--- src/rtl/mic_level_meter.sv ---
// mic_level_meter: mean-absolute level and peak-hold meter for signed PCM
// samples from the I2S microphone receiver.
// Pipeline: stage 1 registers the saturated magnitude, stage 2 accumulates
// the window, and the output stage publishes level/peak and runs the
// hold-then-decay peak ballistics, so a window's result appears two edges
// after its final sample is captured.
module mic_level_meter #(
  parameter int SAMPLE_WIDTH = 24,
  parameter int WINDOW_LOG2  = 10,
  parameter int PEAK_HOLD    = 48,
  parameter int DECAY_SHIFT  = 4
) (
  input  logic                    clk_in,
  input  logic                    rst_n_in,
  input  logic [SAMPLE_WIDTH-1:0] sample_in,
  input  logic                    sample_valid_in,
  input  logic                    clear_in,
  output logic [SAMPLE_WIDTH-1:0] level_out,
  output logic                    level_valid_out,
  output logic [SAMPLE_WIDTH-1:0] peak_out,
  output logic                    clip_out
);

  // Magnitudes never exceed 2^(SAMPLE_WIDTH-1)-1, so they fit in one bit less.
  localparam int MW = SAMPLE_WIDTH - 1;
  // A full window of maximal magnitudes fits without overflow.
  localparam int AW = MW + WINDOW_LOG2;
  localparam int HW = (PEAK_HOLD > 0) ? $clog2(PEAK_HOLD + 1) : 1;

  localparam logic [MW-1:0]           MAG_MAX   = {MW{1'b1}};
  localparam logic [SAMPLE_WIDTH-1:0] MOST_NEG  = {1'b1, {MW{1'b0}}};
  localparam logic [WINDOW_LOG2-1:0]  CNT_LAST  = {WINDOW_LOG2{1'b1}};
  localparam logic [HW-1:0]           HOLD_INIT = HW'(PEAK_HOLD);

  // Absolute value with the most-negative code saturated to full scale.
  function automatic logic [MW-1:0] sat_abs(input logic [SAMPLE_WIDTH-1:0] s);
    logic [MW-1:0] r;
    if (s == MOST_NEG) begin
      r = MAG_MAX;
    end else if (s[SAMPLE_WIDTH-1]) begin
      r = ~s[MW-1:0] + MW'(1'b1);
    end else begin
      r = s[MW-1:0];
    end
    return r;
  endfunction

  // One decay step: drop by peak >> DECAY_SHIFT, but always by at least 1.
  function automatic logic [MW-1:0] decay_step(input logic [MW-1:0] p);
    logic [MW-1:0] d;
    d = ((p >> DECAY_SHIFT) == '0) ? MW'(1'b1) : (p >> DECAY_SHIFT);
    return p - d;
  endfunction

  logic [MW-1:0]          mag_s;
  logic [AW-1:0]          sum_s;
  logic [MW-1:0]          wmax_s;

  logic                   s1_valid_q, s1_valid_d;
  logic [MW-1:0]          mag_q, mag_d;
  logic                   clip_q, clip_d;
  logic [AW-1:0]          acc_q, acc_d;
  logic [WINDOW_LOG2-1:0] cnt_q, cnt_d;
  logic [MW-1:0]          win_max_q, win_max_d;
  logic                   done_q, done_d;
  logic [MW-1:0]          fin_level_q, fin_level_d;
  logic [MW-1:0]          fin_max_q, fin_max_d;
  logic [MW-1:0]          level_q, level_d;
  logic                   level_valid_q, level_valid_d;
  logic [MW-1:0]          peak_q, peak_d;
  logic [HW-1:0]          hold_q, hold_d;

  // Stage 1: capture saturated magnitude and raise the sticky clip flag.
  always_comb begin
    mag_s      = sat_abs(sample_in);
    s1_valid_d = sample_valid_in;
    mag_d      = mag_q;
    clip_d     = clip_q;
    if (clear_in) begin
      s1_valid_d = 1'b0;
      clip_d     = 1'b0;
    end else if (sample_valid_in) begin
      mag_d  = mag_s;
      clip_d = clip_q | (mag_s == MAG_MAX);
    end else begin
      mag_d = mag_q;
    end
  end

  // Stage 2: accumulate the window; on its last sample latch the totals.
  always_comb begin
    sum_s       = acc_q + AW'(mag_q);
    wmax_s      = (mag_q > win_max_q) ? mag_q : win_max_q;
    acc_d       = acc_q;
    cnt_d       = cnt_q;
    win_max_d   = win_max_q;
    done_d      = 1'b0;
    fin_level_d = fin_level_q;
    fin_max_d   = fin_max_q;
    if (clear_in) begin
      acc_d     = '0;
      cnt_d     = '0;
      win_max_d = '0;
    end else if (s1_valid_q) begin
      if (cnt_q == CNT_LAST) begin
        done_d      = 1'b1;
        fin_level_d = sum_s[AW-1:WINDOW_LOG2];
        fin_max_d   = wmax_s;
        acc_d       = '0;
        cnt_d       = '0;
        win_max_d   = '0;
      end else begin
        acc_d     = sum_s;
        cnt_d     = cnt_q + WINDOW_LOG2'(1'b1);
        win_max_d = wmax_s;
      end
    end else begin
      done_d = 1'b0;
    end
  end

  // Output stage: publish the level and run peak hold-then-decay ballistics.
  always_comb begin
    level_d       = level_q;
    level_valid_d = 1'b0;
    peak_d        = peak_q;
    hold_d        = hold_q;
    if (clear_in) begin
      level_d = '0;
      peak_d  = '0;
      hold_d  = '0;
    end else if (done_q) begin
      level_valid_d = 1'b1;
      level_d       = fin_level_q;
      if (fin_max_q >= peak_q) begin
        peak_d = fin_max_q;
        hold_d = HOLD_INIT;
      end else if (hold_q != '0) begin
        hold_d = hold_q - HW'(1'b1);
      end else if (peak_q != '0) begin
        peak_d = decay_step(peak_q);
      end else begin
        peak_d = peak_q;
      end
    end else begin
      level_valid_d = 1'b0;
    end
  end

  // State registers with asynchronous active-low reset.
  always_ff @(posedge clk_in or negedge rst_n_in) begin
    if (!rst_n_in) begin
      s1_valid_q    <= 1'b0;
      mag_q         <= '0;
      clip_q        <= 1'b0;
      acc_q         <= '0;
      cnt_q         <= '0;
      win_max_q     <= '0;
      done_q        <= 1'b0;
      fin_level_q   <= '0;
      fin_max_q     <= '0;
      level_q       <= '0;
      level_valid_q <= 1'b0;
      peak_q        <= '0;
      hold_q        <= '0;
    end else begin
      s1_valid_q    <= s1_valid_d;
      mag_q         <= mag_d;
      clip_q        <= clip_d;
      acc_q         <= acc_d;
      cnt_q         <= cnt_d;
      win_max_q     <= win_max_d;
      done_q        <= done_d;
      fin_level_q   <= fin_level_d;
      fin_max_q     <= fin_max_d;
      level_q       <= level_d;
      level_valid_q <= level_valid_d;
      peak_q        <= peak_d;
      hold_q        <= hold_d;
    end
  end

  assign level_out       = {1'b0, level_q};
  assign peak_out        = {1'b0, peak_q};
  assign level_valid_out = level_valid_q;
  assign clip_out        = clip_q;

endmodule

--- config.mk ---
export PLATFORM = sky130hd
export DESIGN_NAME = mic_level_meter
export DESIGN_NICKNAME = d
export VERILOG_FILES = /design/src/rtl/mic_level_meter.sv
export SDC_FILE = /design/constraint.sdc
export NUM_CORES = 1
export LEC_CHECK = 0
export CAP_MARGIN = 10
export CORE_ASPECT_RATIO = 1.4
export CORE_MARGIN = 5
export CORE_UTILIZATION = 49
export DETAILED_ROUTE_END_ITERATION = 6
export PLACE_DENSITY = 0.69
export SLEW_MARGIN = 15
export SYNTH_ARGS = -nofsm -noshare
export SYNTH_HDL_FRONTEND = slang
export SYNTH_SLANG_ARGS = --single-unit
--- constraint.sdc ---
create_clock -name clk_in -period 3.6 [get_ports clk_in]
set_clock_uncertainty 0.1 [all_clocks]
set_input_delay 0.54 -clock clk_in [delete_from_list [all_inputs] [get_ports clk_in]]
set_output_delay 0.54 -clock clk_in [all_outputs]
set_load 0.1 [all_outputs]
# ---- Word-level counts from Yosys, hierarchy flattened
# Cells that the tools add are included.
dict set report totals {
  romBits 0
  in_bits 28
  latchBits 0
  word_cells 71
  n_memories 0
  output_inout_bits 50
  regBits 191
  ram_bits 0
}
dict set report classes {
  mul 0
  shift 0
  bitwise 3
  addsub 5
  eq_ne 4
  order_cmp 2
  n_div 0
  n_reduce_logical 12
  n_mux 32
}
# cell count
set op_table {}
lappend op_table {{two-way mux 23 bit} 13}
lappend op_table {{two-way mux 33 bit} 3}
lappend op_table {{adder 33 x 23 -> 33 bit} 1}
lappend op_table {{two-way mux 10 bit} 3}
lappend op_table {{equality test 24 bit, second input constant} 1}
lappend op_table {{two-way mux 6 bit} 4}
lappend op_table {{adder 23 x 1 -> 23 bit, second input constant} 1}
lappend op_table {{equality test 23 bit, second input constant} 1}
lappend op_table {{>= comparator 23 bit} 1}
lappend op_table {{> comparator 23 bit} 1}
lappend op_table {{zero test 23 bit} 1}
lappend op_table {{NOT 23 bit} 1}
lappend op_table {{nonzero test 23 bit} 1}
lappend op_table {{subtractor 23 x 19 -> 23 bit} 1}
lappend op_table {{two-way mux 19 bit} 1}
lappend op_table {{adder 10 x 1 -> 10 bit, second input constant} 1}
lappend op_table {{equality test 10 bit, second input constant} 1}
lappend op_table {{two-way mux 1 bit} 8}
lappend op_table {{AND reduction 3 bit} 2}
lappend op_table {{nonzero test 2 bit} 3}
lappend op_table {{nonzero test 3 bit} 2}
lappend op_table {{nonzero test 6 bit} 1}
lappend op_table {{subtractor 6 x 1 -> 6 bit, second input constant} 1}
lappend op_table {{AND reduction 2 bit} 2}
lappend op_table {{3 further kinds} 3}

# ---- Longest topological paths before layout
dict set report logic_depth {
  depth_word 8
  depth_mapped 16
  ltp_nobuf 16
}

# ---- Worst setup path before layout
# No wires, ideal clock.
dict set report synth_timing {
  path_type {reg-to-reg}
  startpoint {reg peak_q[19]}
  endpoint {reg peak_q[20]}
  arrival_ns 3.901
  t_required_ns 3.413
  path_buffers 0
  setup_ns 0.087
  slack_ns -0.488
  period_less_slack_ns 4.088
  path_stages_with_launch 17
  path_cell_list {dfrtp_1 -> nor4_1 -> nand4_1 -> nor4_1 -> or2_2 -> ha_1 -> inv_1 -> fa_1 -> a211oi_1 -> o21ai_0 -> a31oi_1 -> o21ai_0 -> a21oi_1 -> o21a_1 -> o21ai_0 -> or3_1 -> o211ai_1}
}
dict set report synth_via {
  elab_chain_len 8
  word_cells_on_any_way 13
  cone_classes {add/sub: 1; order compare: 1; eq/ne: 1; mux: 6; reduce/logical: 4}
}
# item line
set synth_lines {}
lappend synth_lines {{start, declared} 70} ;# logic [MW-1:0] peak_q, peak_d;
lappend synth_lines {{start signal, assigned} 178} ;# peak_q <= peak_d;
lappend synth_lines {{zero test 23 bit} 51} ;# d = ((p >> DECAY_SHIFT) == '0) ? MW'(1'b1) : (p >> DECAY_SHIFT);
lappend synth_lines {{two-way mux 19 bit} 51}
lappend synth_lines {{subtractor 23 x 19 -> 23 bit} 52} ;# return p - d;
lappend synth_lines {{two-way mux 23 bit} 140} ;# end else if (peak_q != '0) begin
lappend synth_lines {{two-way mux 23 bit} 138} ;# end else if (hold_q != '0) begin
lappend synth_lines {{two-way mux 23 bit} 135} ;# if (fin_max_q >= peak_q) begin
lappend synth_lines {{two-way mux 23 bit} 132} ;# end else if (done_q) begin
lappend synth_lines {{two-way mux 23 bit} 128} ;# if (clear_in) begin
# Parallel ways exist; a longest one is shown, timed or not. The select of a mux whose other input is x is not followed.
# A chain may end at the register's enable or synchronous reset.

# ---- Final worst setup path
dict set report layout_timing {
  startpoint {reg peak_q[11]}
  endpoint {reg peak_q[20]}
}
# The elaborated chain is that of the path after synthesis.

==> impl_metrics.ini <==
[floorplanning]
start_util = 0.496
ios = 78
die_w_microns = 142
die_y_microns = 194
num_rows = 67
core_sq_mm = 0.0240
dieArea_sq_mm = 0.0276

[final_layout]
multi_input_area_sq_mm = 0.00680
seqCellArea_sq_mm = 0.00483
stdcell_area_sq_mm = 0.0142
nets = 1520
final_cells = 1718
fillers = 2078
drive_gt1_frac = 0.125
diodes = 0
area_growth_pct = 19.3

[routing]
vias = 9783
wl_mm = 29.2
drt_iter0_drc = 510
postRouteAntennaNets = 0
dr.pass1.iters = 5
wl_per_cell_microns = 17.0
vias_per_cell = 5.69
drc = 0

[status]
status = finished, violations left
violations = negative setup slack

[clocking]
clk_pin_slew_worst_paths_ps = 70
clockBufferDepth = 2
clk_latency_ps = 430
cts_tree = yes
cts_made_buffers = 17
cts_num_sinks = 191
root_buffer = clkbuf_16
htreeDepth = 4

[synthesis]
synth_compound_area_frac = 0.199
synthArstFlopShare = 1.00
synth_top_family_by_area = compound AO/OA/AOI/OAI gates
synth_cell_types = 73
syn_area_per_cell_sq_um = 9.23
synth_area_leaders = dfrtp_1 (40%), ha_1 (9.8%), mux2i_1 (5.0%)
synthAdderAreaFrac = 0.101
syn_inst = 1289
ys.flop_type = dfrtp_1
yosys.area.top_type = dfrtp_1
yosysMostFrequentCell = dfrtp_1
synth_area_sq_mm = 0.0119
synth_mux_area_frac = 0.0657
synth_edf_count = 0
synth_seq_cells = 191
synth_warnings = 0
synth-xor-area-share = 0.0434
synth-simple-area-share = 0.145
synth_top_area_frac = 0.402
ys_seq_area_frac = 0.402
synthTopCellsByCount = dfrtp_1 (191), nor2_1 (126), nand2_1 (116), o21ai_0 (111), ha_1 (93)

[global_route]
grt_usage = 0.217
grt_max_degree = 78
grt_pass1_vias = 9796
grt_pass1_wl_mm = 48.9
grt_antenna_before_repair = 0
grt-ovfl-total = 0

[power]
p_leak_nw = 6.51
vdd.ir_drop.worst_uv = 461
p_per_area_mw_per_mm2 = 576

[setup_path]
critPathCaptureType = flop
crit_fanout = 3
cp-start-kind = flop
cp_top_family = compound AO/OA/AOI/OAI gates
crit_slowest_cell = dfrtp_4
cp_cell_sequence = nor4_4 > nand4_1 > nor4_2 > or2_4 > ha_4 > inv_2 > fa_2 > a211oi_2 > o21ai_1 > a31oi_2 > o21ai_2 > a21oi_2 > o21a_1 > o21ai_1 > or3_1 > o211ai_1
cp.arrival_ps = 3900
cpPeakStageDelay_ps = 490
critPathBufInv = 1
cp.required_ps = 3840
path_class = flop to flop
path_common_cell = o21ai_1

[sta]
finalCriticalPeriod_ps = 3660
max_freq_mhz = 273
tns_ps = -61.5
worst_pin_slew_ps = 1000
finalHoldViolations = 0
grt_setup_unrepaired = yes
max-slew-margin-rel = 0.330
min_period_over_period = 1.02
setup_viol_count_final = 1
final_max_slew_viol_count = 0
finalWorstSetupSlack_ps = -61.5

[placed_design]
placed_cells = 1678
gp_congestion = 0.872
place_area_sq_mm = 0.0134
io_buffers = 75
dp_hpwl_mm = 21.5
place_ws_ps = -135

[run]
maxCapViolCount = 0

[hold_path]
hold_path.class = input pin to async pin
flip-flops by register name (all words and copies together), names as in the netlist:
signal / flops
done_q: 1
fin_max_q: 23
win_max_q: 23
mag_q: 23
fin_level_q: 23
peak_q: 23
cnt_q: 10
s1_valid_q: 1
hold_q: 6
level_q: 23
clip_out: 1
acc_q: 33
level_valid_out: 1
cell usage in the layout (no fill, tap or decap), drive strengths merged, types with 43 or more instances in the layout:
cell type | Yosys | routed
nor2 | 127 | 127
inv | 74 | 74
dfrtp | 191 | 191
buf | 15 | 72
a21oi | 79 | 79
o21ai | 113 | 113
nand2 | 116 | 116
mux2i | 59 | 59
ha | 93 | 93
clkdlybuf4s50 | 0 | 73
xnor2 | 43 | 43
stage by stage:
stage	utilization	hold slack, ps	total power [mW]
after floorplan	-	144	4.89
after global placement	0.559	367	5.91
after detailed placement	0.559	380	5.95
after CTS	0.589	35.2	8.04
after global routing	0.592	59.2	8.64
final	0.592	3.96	8.17
area by class of cell:
cell class / instances / share of cell area
sequential: 191 / 0.340
multi-input combinational: 966 / 0.479
timing repair buffer: 147 / 0.0945
clock inverter: 4 / 0.00379
inverter: 74 / 0.0196
tap: 310 / 0.0273
clock buffer: 26 / 0.0359
worst paths after layout:
check | startpoint | end | slack, ps | cells after the start
setup / recovery | peak_q[11]$_DFFE_PN0P_ | peak_q[20]$_DFFE_PN0P_ | -60 | 16
hold / removal | rst_n_in | mag_q[3]$_DFFE_PN0P_ | 4 | 1
setup reg to reg | peak_q[11]$_DFFE_PN0P_ | peak_q[20]$_DFFE_PN0P_ | -60 | 16
hold reg to reg | acc_q[2]$_DFFE_PN0P_ | acc_q[2]$_DFFE_PN0P_ | 390 | 2
max in group asynchronous | rst_n_in | level_q[14]$_DFFE_PN0P_ | 2380 | 2
min in group clk_in | clear_in | cnt_q[8]$_DFFE_PN0P_ | 320 | 2
routing by layer:
metal / wire [microns] / track usage / vias to the layer above
li1: - / - / 4827
met1: 12700 / 0.273 / 4689
met2: 14600 / 0.377 / 212
met3: 1020 / 0.0327 / 55
met4: 898 / 0.0779 / 0
met5: 0 / 0 / -
where the power goes:
part | switching, mW | total [mW] | internal, mW | leakage [nW]
Combinational | 2.21 | 3.83 | 1.63 | 3.66
Clock | 0.797 | 1.84 | 1.04 | 0.269
Sequential | 0.187 | 2.50 | 2.32 | 2.58
cell families after synthesis:
group / Yosys count
AO/OA/AOI/OAI: 367
multiplexers: 76
other: 1
adder cells (fa/ha/maj): 95
XOR/XNOR: 59
AND/OR/NAND/NOR: 367
buffers and inverters: 133
flip-flops: 191
what timing repair did:
| item | 4_1_cts | 5_1_grt |
|---|---|---|
| hold buffers | 0 | 0 |
| gates resized for setup | 18 | 11 |
| pin swaps | 21 | 12 |
| hold endpoints to repair | 0 | 0 |
| buffers inserted | 8 | 3 |
| setup endpoints to repair | 6 | 32 |
No activity file was read; power rests on OpenSTA's default activity.
